--- config.mk ---
export PLATFORM = sky130hd
export DESIGN_NAME = alu_muldiv_seq
export DESIGN_NICKNAME = d
export VERILOG_FILES = /design/src/rtl/alu_muldiv_seq.sv
export SDC_FILE = /design/constraint.sdc
export NUM_CORES = 1
export LEC_CHECK = 0
export BUFFER_PORTS_ARGS = -buffer_cell sky130_fd_sc_hd__buf_2
export CAP_MARGIN = 25
export CELL_PAD_IN_SITES_DETAIL_PLACEMENT = 1
export CELL_PAD_IN_SITES_GLOBAL_PLACEMENT = 1
export CORE_ASPECT_RATIO = 1.5
export CORE_MARGIN = 10
export CORE_UTILIZATION = 49
export DETAILED_ROUTE_END_ITERATION = 10
export PLACE_DENSITY = 0.94
export RECOVER_POWER = 50
export SYNTH_ARGS = -nofsm -noshare
export SYNTH_HDL_FRONTEND = slang
export SYNTH_SLANG_ARGS = --single-unit
export TNS_END_PERCENT = 20
--- constraint.sdc ---
create_clock -name clk -period 8.38 [get_ports clk]
set_clock_uncertainty 0.1 [all_clocks]
set_input_delay 0.419 -clock clk [delete_from_list [all_inputs] [get_ports clk]]
set_output_delay 0.419 -clock clk [all_outputs]
set_load 0.1 [all_outputs]
--- src/rtl/alu_muldiv_seq.sv ---
// alu_muldiv_seq: iterative MULT/MULTU/DIV/DIVU (one bit per cycle) plus MTHI/MTLO into hi/lo; start/op/A/B in, flush cancels, busy/done/hi/lo out
module alu_muldiv_seq #(
  parameter int WIDTH = 32,
  parameter int CNT_W = 6
) (
  input  logic             clk,
  input  logic             rst,
  input  logic             start,
  input  logic [2:0]       op,
  input  logic [WIDTH-1:0] A,
  input  logic [WIDTH-1:0] B,
  input  logic             flush,
  output logic             busy,
  output logic             done,
  output logic [WIDTH-1:0] hi,
  output logic [WIDTH-1:0] lo
);
  localparam logic [1:0] IDLE = 2'd0, RUN = 2'd1, FIX = 2'd2;
  logic [1:0] state;
  logic [CNT_W-1:0] cnt;
  logic is_div, neg_q, neg_r, dz, sa, sb, ge;
  logic [WIDTH-1:0] hw, lw, bm, am, bmag;
  logic [WIDTH:0] sum, sh, dif;
  logic [2*WIDTH-1:0] prod;
  assign sa = ~op[0] & A[WIDTH-1];
  assign sb = ~op[0] & B[WIDTH-1];
  assign am = sa ? -A : A;
  assign bmag = sb ? -B : B;
  assign sum = {1'b0, hw} + (lw[0] ? {1'b0, bm} : '0);
  assign sh = {hw, lw[WIDTH-1]};
  assign ge = sh >= {1'b0, bm};
  assign dif = sh - {1'b0, bm};
  assign prod = neg_q ? -{hw, lw} : {hw, lw};
  assign busy = state != IDLE;
  always_ff @(posedge clk or posedge rst) begin
    if (rst) begin
      state <= IDLE;
      cnt <= '0;
      is_div <= 1'b0;
      neg_q <= 1'b0;
      neg_r <= 1'b0;
      dz <= 1'b0;
      hw <= '0;
      lw <= '0;
      bm <= '0;
      done <= 1'b0;
      hi <= '0;
      lo <= '0;
    end else begin
      done <= 1'b0;
      if (state == IDLE) begin
        if (start && op[2:1] == 2'b10) begin
          if (op[0]) lo <= A;
          else hi <= A;
          done <= 1'b1;
        end else if (start && !op[2] && !flush) begin
          state <= RUN;
          cnt <= '0;
          is_div <= op[1];
          neg_q <= sa ^ sb;
          neg_r <= sa;
          dz <= B == '0;
          hw <= '0;
          lw <= am;
          bm <= bmag;
        end
      end else if (flush) begin
        state <= IDLE;
      end else if (state == RUN) begin
        cnt <= cnt + 1'b1;
        if (cnt == CNT_W'(WIDTH - 1)) state <= FIX;
        hw <= is_div ? (ge ? dif[WIDTH-1:0] : sh[WIDTH-1:0]) : sum[WIDTH:1];
        lw <= is_div ? {lw[WIDTH-2:0], ge} : {sum[0], lw[WIDTH-1:1]};
      end else begin
        state <= IDLE;
        done <= 1'b1;
        hi <= is_div ? (neg_r ? -hw : hw) : prod[2*WIDTH-1:WIDTH];
        lo <= is_div ? (dz ? '1 : neg_q ? -lw : lw) : prod[WIDTH-1:0];
      end
    end
  end
endmodule
== After elaboration in Yosys (flattened, before gate mapping) ==
Index checks and enable logic that the tools add are counted.

* Logic and storage cells: 98
* Flip-flop bits (word level): 173
* Output and inout bits: 66
* Input bits: 71

* Eq/ne operators: 11
* Reduce and logical (&&, ||, !) cells: 14
* $lt $le $gt $ge: 1
* Muxes and demuxes: 47
* Bitwise gates (word level): 5
* $add $sub $neg: 8

{| class="wikitable"
|+ Operator list
! cell !! number
|-
| 32-bit 2-to-1 mux || 31
|-
| 32-bit negator || 4
|-
| 64-bit 2-to-1 mux || 1
|-
| 64-bit negator || 1
|-
| 32-bit by 32-bit adder with 33-bit output || 1
|-
| 33-bit by 32-bit >= comparator with 1-bit output || 1
|-
| 32-bit zero test || 1
|-
| 32-bit subtractor || 1
|-
| 6-bit 2-to-1 mux || 5
|-
| 2-bit 2-to-1 mux || 6
|-
| 4-bit AND reduction || 3
|-
| 2-bit inequality test (second input constant) || 4
|-
| 6-bit by 1-bit adder with 6-bit output (second input constant) || 1
|-
| 6-bit by 5-bit equality test with 1-bit output (second input constant) || 1
|-
| 2-bit by 1-bit inequality test with 1-bit output (second input constant) || 3
|-
| 3-bit AND reduction || 2
|-
| 1-bit 2-to-1 mux || 4
|-
| 4-bit by 3-bit inequality test with 1-bit output (second input constant) || 1
|-
| 2-bit nonzero test || 2
|-
| 1-bit logical AND || 3
|-
| 1-bit bitwise AND || 2
|-
| 2-bit by 1-bit equality test with 1-bit output (second input constant) || 1
|-
| 2-bit equality test (second input constant) || 1
|-
| 1-bit zero test || 2
|-
| 3 further kinds || 4
|}

== Longest topological paths before layout ==
Gate-level depths: netlist (run 1).

* Word-level depth: 7
* Gate-level depth with buffers: 15
* Gate-level depth less buffers: 14

== Least setup slack after synthesis (run 1) ==
OpenSTA, ideal clock, no wires.

* Kind: flip-flop to flip-flop
* Start point: reg lw[31]
* End point: reg hw[30]
* Path buffers: 1
* Stages on the path, launching flop included: 16
* Path slack: 4.893 ns
* Data required time: 8.197 ns
* Clock period less this slack: 3.487 ns
* Data arrival time: 3.305 ns
* Setup time: 0.083 ns
* Cell sequence: dfrtp_1 -> clkbuf_1 -> inv_1 -> ha_1 -> inv_1 -> fa_1 -> a21o_1 -> a221oi_1 -> o21ai_0 -> a2111o_1 -> a21oi_1 -> o21ai_0 -> a221oi_1 -> xnor2_1 -> nor2_1 -> o21ai_0

* Longest elaborated chain between the ends: 6
* Elaborated cells between the ends (all ways): 7
* Those cells by class: 1 x add/sub; 1 x order compare; 5 x mux

{| class="wikitable"
|+ Ends and longest elaborated chain
! item !! line !! RTL
|-
| from (decl) || 22 || <nowiki>logic [WIDTH-1:0] hw, lw, bm, am, bmag;</nowiki>
|-
| from (signal assigned) || 64 || <nowiki>lw <= am;</nowiki>
|-
| from (signal assigned) || 73 || <nowiki>lw <= is_div ? {lw[WIDTH-2:0], ge} : {sum[0], lw[WIDTH-1:1]};</nowiki>
|-
| 32-bit subtractor / 33-bit by 32-bit >= comparator with 1-bit output (equally long branches) || 32, 31 ||
|-
| 32-bit 2-to-1 mux * (2 in a row) || 72 || <nowiki>hw <= is_div ? (ge ? dif[WIDTH-1:0] : sh[WIDTH-1:0]) : sum[WIDTH:1];</nowiki>
|-
| 32-bit 2-to-1 mux * || 69 || <nowiki>end else if (state == RUN) begin</nowiki>
|-
| 32-bit 2-to-1 mux * || 67 || <nowiki>end else if (flush) begin</nowiki>
|-
| 32-bit 2-to-1 mux * || 51 || <nowiki>if (state == IDLE) begin</nowiki>
|-
| to (signal assigned) || 72 ||
|-
| to (decl) || 22 ||
|}

Every way passes the cells marked *; elsewhere a longest branch is shown, timed or not. The select of a mux whose other input is x is not followed.
A chain may end at the register's enable or synchronous reset.

==> results.md, run 1 <==
- Final Hold Fails: 0
- Worst hold path class: primary input to register
- Vias/cell: 6.43
- EDFF count, synth: 0
- Final wirelength: 52,500 um
- Grt met1 use: 32.1%
- Die Ht: 228 um
- Io pins: 137
- Cells along the critical path: dlygate4sd3_1, buf_2, clkinvlp_2, clkbuf_1
- RSZ-0062 raised after global routing: false
- Number of max-cap violations: 2
- Clk pwr share: 15.1%
- Setup crit end kind: asynchronous set/reset pin
- Worst EP arrival: 4.89 ns
- Buffer and inverter count on the worst path: 4
- Relative slew margins: -103%
- Met3 usage: 3.92%
- Number of H-tree levels: 4
- Gr usage total: 28.7%
- Synthesized area per cell: 7.82 um^2
- Synth top area share: 30.7%
- Final Cycle Share: 60.6%
- Die area: 36,100 um^2
- Slew @ Worst Pin: 3.04 ns
- Post-synthesis sequential area ratio: 30.7%
- Dpl hpwl: 38,300 um
- VDD IR max: 0.212 mV
- Setup TNS Final: 0 ns
- Hold path cells: 3
- Cell family with most CP delay: buffers and inverters
- Clock Tree Root: clkbuf_16
- Initial Util: 49.5%
- Leading area contributor after synthesis: dfrtp_1
- Post-CTS Hold Buffers: 1
- Synthesized instance count: 1,804
- Count leader, synth: nand2_1
- Layout cells sized above 1: 8.04%
- Async S/R FF share, synth: 100%
- Worst Reg-to-Reg Cells: 13
- Layout area overhead: 11.0%
- Initial antenna violation count: 0
- Final core occ: 54.9%
- Max Root-Sink Buffers: 2
- DRT Pass-1 Iters: 5
- GRT overflow: 0
- CTS clock-pin slew for the worst setup and hold paths: 0.07 ns
- Critical Path Source Type: primary input
- GRT met2 Usage: 50.0%
- DRC viols: 0
- Final setup violation count: 0
- Switch share: 53.9%
- Worst path required time: 8.19 ns
- NetSw: 0.00331 W
- Fin crit period: 5.08 ns
- Yosys Warn Count: 0
- Status: finished with violations
- Final ANT Viol Nets: 0
- Worst-skew pair later-pin latency: 0.47 ns
- P_int: 0.00282 W
- Violated checks: max-capacitance violations, max-slew violations
- Total number of vias: 14.4k
- CP Max Fanout: 59
- Core Area: 28,500 um^2
- Max Freq: 197 MHz
- Num CTS Buffers: 17
- First-pass GRT wire length: 82,800 um
- Layout net count: 2,019
- Number of global-route vias before repair: 15.3k
- Resize count post-CTS: 0
- Postcts setup bufs: 0
- Clock sinks: 173
- GP Congestion: 0.961
- Lkg Pwr: 6.91 nW
- Die span in x: 159 um
- Most frequent cells after synthesis: 228 x nand2_1, 216 x o21ai_0, 173 x dfrtp_1
- Post-Syn Nets: 1,946
- Num rows: 76
- Cell count along the critical path: 4
- Unique cell type count in the Yosys netlist: 78
- PD cells: 391 nW/um^2
- Mapped Area: 14,100 um^2
- Ranking of synthesized cells by area: dfrtp_1 31%, o21ai_0 7.7%, xnor2_1 6.4%
- Power share of the sequential group: 23.5%
- Initial DRC count: 1,082
- Ys flop type: dfrtp_1
- Slowest stage cell, crit path: clkbuf_1
- Synthesis-stage register bit count: 173
- Wirelength per Cell: 23.4 um
- Diodes inserted: 0
- Max-slew violations: 113
- I/O Buffers: 136
- Combinational cell fraction of total power: 61.4%
- GRT busiest layer: met2
- Slowest stage delay, CP: 2.26 ns
- CTS tree: built
- Critical path type: primary input to asynchronous set/reset pin
- Pin count of the biggest net entering global routing: 93
cell type report:
| type | count | area [um^2] |
|---|---|---|
| Fill cell | 3571 | 12900 |
| Clock inverter | 15 | 231 |
| Clock buffer | 17 | 425 |
| Timing Repair Buffer | 158 | 825 |
| Tap cell | 351 | 439 |
| Sequential cell | 173 | 4330 |
| Multi-Input combinational cell | 1460 | 9160 |
| Inverter | 67 | 253 |
worst register-to-register path, cell delays in order, from the launching register on:
cell and delay, ns:
dfrtp_1 0.50, ha_1 0.46, nand2_1 0.19, nor2_1 0.46, nor4b_1 0.40, buf_4 0.21
a41oi_1 0.23, a21boi_0 0.28, a311o_1 0.14, buf_4 0.50, inv_1 0.31, or3_1 0.37
mux2i_1 0.14, o31ai_1 0.10
metal layers:
layer | vias to the layer above | share of wire, % | wire length, um
li1 | 6557 | - | -
met1 | 7047 | 38 | 19900
met2 | 601 | 51 | 26700
met3 | 196 | 5.4 | 2860
met4 | 0 | 6.0 | 3140
met5 | - | 0 | 0
state kept, by name (all words and copies together), names as in the netlist:
signal and cells:
neg_r 1, hi 32, is_div 1, lw 32
lo 32, dz 1, hw 32, cnt 6
bm 32, done 1, state 2, neg_q 1
power by group through the flow:
stage	clock network (W)	logic, W	registers [W]
floorplan	0	0.00229	0.00189
global placement	0	0.00355	0.00142
detailed placement	0	0.00367	0.00144
CTS	0.000928	0.00373	0.00143
global route	0.000960	0.00405	0.00148
finish	0.000925	0.00376	0.00144
worst paths after layout:
check	end	start	slack, ns
worst max-delay path	hw[29]	rst	3.30
worst min-delay path	is_div	op[1]	0.1
worst max register to register	hw[31]	hw[15]	3.85
worst min register to register	lo[6]	lo[6]	0.38
max in group clk	hw[31]	hw[15]	3.85
min in group asynchronous	hi[6]	rst	1.12
placed cells by master (no fill, tap or decap), types with 6 or more instances in the layout:
master	synthesis	layout
nor2_1	158	158
nor2b_1	13	13
a22o_1	14	14
o21ai_0	216	215
a31oi_1	16	16
or4_1	9	9
o221ai_1	8	8
o21a_1	7	7
nor3_1	29	29
buf_4	0	14
o211ai_1	16	16
buf_2	8	72
ha_1	69	69
nand3_1	29	29
a21o_1	36	36
or3_1	17	17
o22ai_1	36	36
o31ai_1	25	25
mux2i_1	40	40
xor2_1	76	76
o41ai_1	11	11
clkbuf_1	90	67
nand4_1	9	9
nand2b_1	17	17
a211oi_1	10	10
clkbuf_16	0	17
dfrtp_1	173	172
and3_1	11	11
a221oi_1	6	6
a21oi_1	160	159
xnor2_1	103	103
nor4_1	12	12
nand2_1	228	228
inv_1	67	65
and2_1	7	7
logic make-up after synthesis:
| group | synth area share, % |
|---|---|
| fa+ha+maj | 6.40 |
| compound gates | 25.5 |
| simple gates | 18.8 |
| flops | 30.7 |
| buf+inv | 4.67 |
| xor+xnor | 11.1 |
| mux | 2.84 |
metrics by stage:
step	instances	total power, W	setup slack [ns]	hold WS [ns]	area, um^2
global placement	2202	0.00497	3.93	0.353	15000
global route	2241	0.00649	2.45	0.120	15700
floorplan	1804	0.00418	3.17	0.350	14100
finish	2241	0.00613	3.30	0.0953	15700
CTS	2235	0.00608	3.75	0.101	15700
detailed placement	2202	0.00511	3.77	0.365	15000
Power figures use the tool's default switching activity.
==> run 2, diff against run 1 <==
CORE_UTILIZATION = 41   (was 49)
PLACE_DENSITY = 0.85   (was 0.94)
clock period = 4.63 ns   (was 8.38 ns; I/O delays follow)
==> run 2 against run 1 <==
Effect of this change: first-iteration DRC count fell by 24%; count of clock-buffer cells in the layout up 2; sequential share of layout area fell by 0.48 points; non-clock buffer count grew 25; combinational power up 84%; final cell count rose by 4.4%; the flow still finishes with violations (max-capacitance violations, max-slew violations).
==> results.md, run 2 (same netlist as run 1, synthesis figures left out) <==
- Most common cell after layout, fill and taps aside: nand2_1
- Worst path required time: 4.92 ns (-3.27 ns)
- Slew @ Worst Pin: 2.94 ns (-0.0974 ns)
- Initial Util: 41.3% (-8.2 points)
- Vias/cell: 6.09 (-5.2%)
- Number of global-route vias before repair: 15.1k (-1.3%)
- Hold path cells: 3 (unchanged)
- Most frequent cells in the layout: 228 x nand2_1, 215 x o21ai_0, 172 x dfrtp_1, 159 x a21oi_1, 158 x nor2_1
- Clock Tree Root: clkbuf_16
- Clk pwr share: 13.9% (-1.2 points)
- GRT overflow: 0 (unchanged)
- Resize count post-CTS: 0 (unchanged)
- Power share of the sequential group: 23.7% (+0.2 points)
- Combinational cell fraction of total power: 62.4% (+1.0 points)
- FF-to-FF setup slack: 0.57 ns (-3.28 ns)
- Initial antenna violation count: 1 (+1)
- Lkg Pwr: 7.08 nW (+2.4%)
- Post-placement cell count: 2,293 (+4.1%)
- Worst R2R End: hw[30]
- Num rows: 83 (+9.2%)
- Setup TNS Final: 0 ns (unchanged)
- Dpl hpwl: 39,200 um (+2.3%)
- Pin count of the biggest net entering global routing: 112 (+20%)
- I/O Buffers: 136 (unchanged)
- Violated checks: max-capacitance violations, max-slew violations
- Total number of vias: 14.3k (-1.0%)
- Status: finished with violations
- Num CTS Buffers: 17 (unchanged)
- Worst-skew pair later-pin latency: 0.47 ns (about the same)
- Final setup violation count: 0 (unchanged)
- Max Freq: 246 MHz
- P_int: 0.00511 W (+81%)
- GP Congestion: 0.934 (-2.9%)
- DRC viols: 0 (unchanged)
- PD cells: 693 nW/um^2 (+77%)
- Diodes inserted: 0 (unchanged)
- Final wirelength: 51,500 um (-2.0%)
- Critical Path Source Type: register
- Io pins: 137 (unchanged)
- Tot Pwr: 0.0111 W (+80%)
- Max-slew violations: 112 (-0.88%)
- Layout net count: 2,044 (+1.2%)
- Die span in x: 171 um (+8.1%)
- Clock sinks: 173 (unchanged)
- Final Hold Fails: 0 (unchanged)
- VDD IR max: 0.303 mV (+43%)
- Final Cycle Share: 87.7%
- Setup crit end kind: register
- CP Max Fanout: 3 (-95%)
- Final ANT Viol Nets: 0 (unchanged)
- Fillcell total: 4,262 (+19%)
- Die area: 42,400 um^2 (+17%)
- Critical path type: register to register
- Relative slew margins: -96.2% (+6.5 points)
- Layout cells sized above 1: 10.3% (+2.3 points)
- FF-to-FF Start: lw[31]
- Die Ht: 247 um (+8.5%)
- First-pass GRT wire length: 81,300 um (-1.9%)
- CTS tree: built
- Number of H-tree levels: 4 (unchanged)
- Fin crit period: 4.06 ns
- Crit. Startpoint: lw[31]
- Gr usage total: 24.1% (-4.6 points)
- Layout area overhead: 13.0%
- DRT Pass-1 Iters: 5 (unchanged)
- PnR worst setup slack: 0.568 ns (-2.73 ns)
- Setup WS pre-CTS: 0.612 ns (-3.16 ns)
- Switch share: 53.7% (-0.19 points)
- Wirelength per Cell: 22.0 um (-6.2%)
- Worst Reg-to-Reg Cells: 14 (+1)
- Max Root-Sink Buffers: 2 (unchanged)
- Core Area: 34,200 um^2 (+20%)
- Worst EP arrival: 4.35 ns (-0.54 ns)
- Worst hold path class: primary input to register
- NetSw: 0.00594 W (+80%)
- Layout Cells excl Fill: 2,340 (+4.4%)
- RSZ-0062 raised after global routing: false
- Number of max-cap violations: 1 (-1)
- CTS clock-pin slew for the worst setup and hold paths: 0.07 ns (about the same)
- Critical path endpoint: hw[30]
- Initial DRC count: 827 (-24%)
[run 2: cell count changes in the layout (fill, tap and decap cells not counted), moves of 2 or more]
cell           before  now
buf_12              0    2
buf_16              3    0
buf_2              72  104
buf_4              14   28
bufinv_16           5    3
clkbuf_1           67   34
clkinv_4            2    4
clkinvlp_4          1    4
dlygate4sd3_1       1   14
inv_6               4    1
[run 2: worst min-delay path by stage]
| stage | slack (ns) | from | endpoint |
|---|---|---|---|
| after CTS | 0.0003 | B[27] | bm[27] |
| after global placement | 0.35 | lo[14] | lo[14] |
| after global routing | 0.02 | B[11] | bm[11] |
| final | 0.002 | B[29] | bm[29] |
| after detailed placement | 0.36 | lo[16] | lo[16] |
| after floorplan | 0.25 | op[1] | is_div |
[run 2: cell type report]
| cell class | count | area (um^2) | share of cell area, % |
|---|---|---|---|
| well taps | 425 | 532 | 3.34 |
| flip-flops and latches | 173 | 4330 | 27.2 |
| clock inverters | 13 | 166 | 1.04 |
| clock buffers | 19 | 443 | 2.78 |
| inverters | 67 | 255 | 1.60 |
| repair buffers | 183 | 1050 | 6.62 |
| multi-input cells | 1460 | 9160 | 57.4 |
[run 2: repair_timing]
item,in CTS,in global routing
setup endpoints to repair,0,0
hold endpoints to repair,125,0
buffers inserted,0,0
hold buffers,14,0
[run 2: power groups by stage]
stage                     Combinational, W  Clock [W]  Sequential, W
final                              0.00690    0.00154        0.00261
after global routing               0.00745    0.00162        0.00267
after CTS                          0.00685    0.00157        0.00259
after detailed placement           0.00679          0        0.00262
after global placement             0.00658          0        0.00259
after floorplan                    0.00414          0        0.00343
[run 2: routing by layer]
| metal | wire [um] | track usage (%) | up-vias | part of all wire (%) |
|---|---|---|---|---|
| met5 | 13 | 0 | - | 0.025 |
| met4 | 3220 | 15.9 | 2 | 6.3 |
| met3 | 2620 | 3.67 | 183 | 5.1 |
| met2 | 25900 | 42.7 | 477 | 50 |
| met1 | 19700 | 25.9 | 6986 | 38 |
| li1 | - | - | 6603 | - |
[run 2: through the flow]
stage / util (%) / hold slack, ns / cell area (um^2)
final: 46.7 / 0.00213 / 15900
after global routing: 46.7 / 0.0168 / 15900
after CTS: 46.8 / 0.000290 / 16000
after detailed placement: 44.6 / 0.361 / 15200
after global placement: 44.6 / 0.353 / 15200
after floorplan: - / 0.248 / 14100
[run 2: worst max-delay path, stage by stage, from the launching register on]
cell and delay, ns:
dfrtp_1 0.38, inv_1 0.07, ha_1 0.18, inv_1 0.06, fa_1 0.41, a21o_1 0.20, a221oi_1 0.51, o21ai_0 0.24
a2111o_1 0.49, a21oi_1 0.31, o21ai_0 0.28, a221oi_1 0.38, xnor2_1 0.16, nor2_1 0.05, o21ai_0 0.16
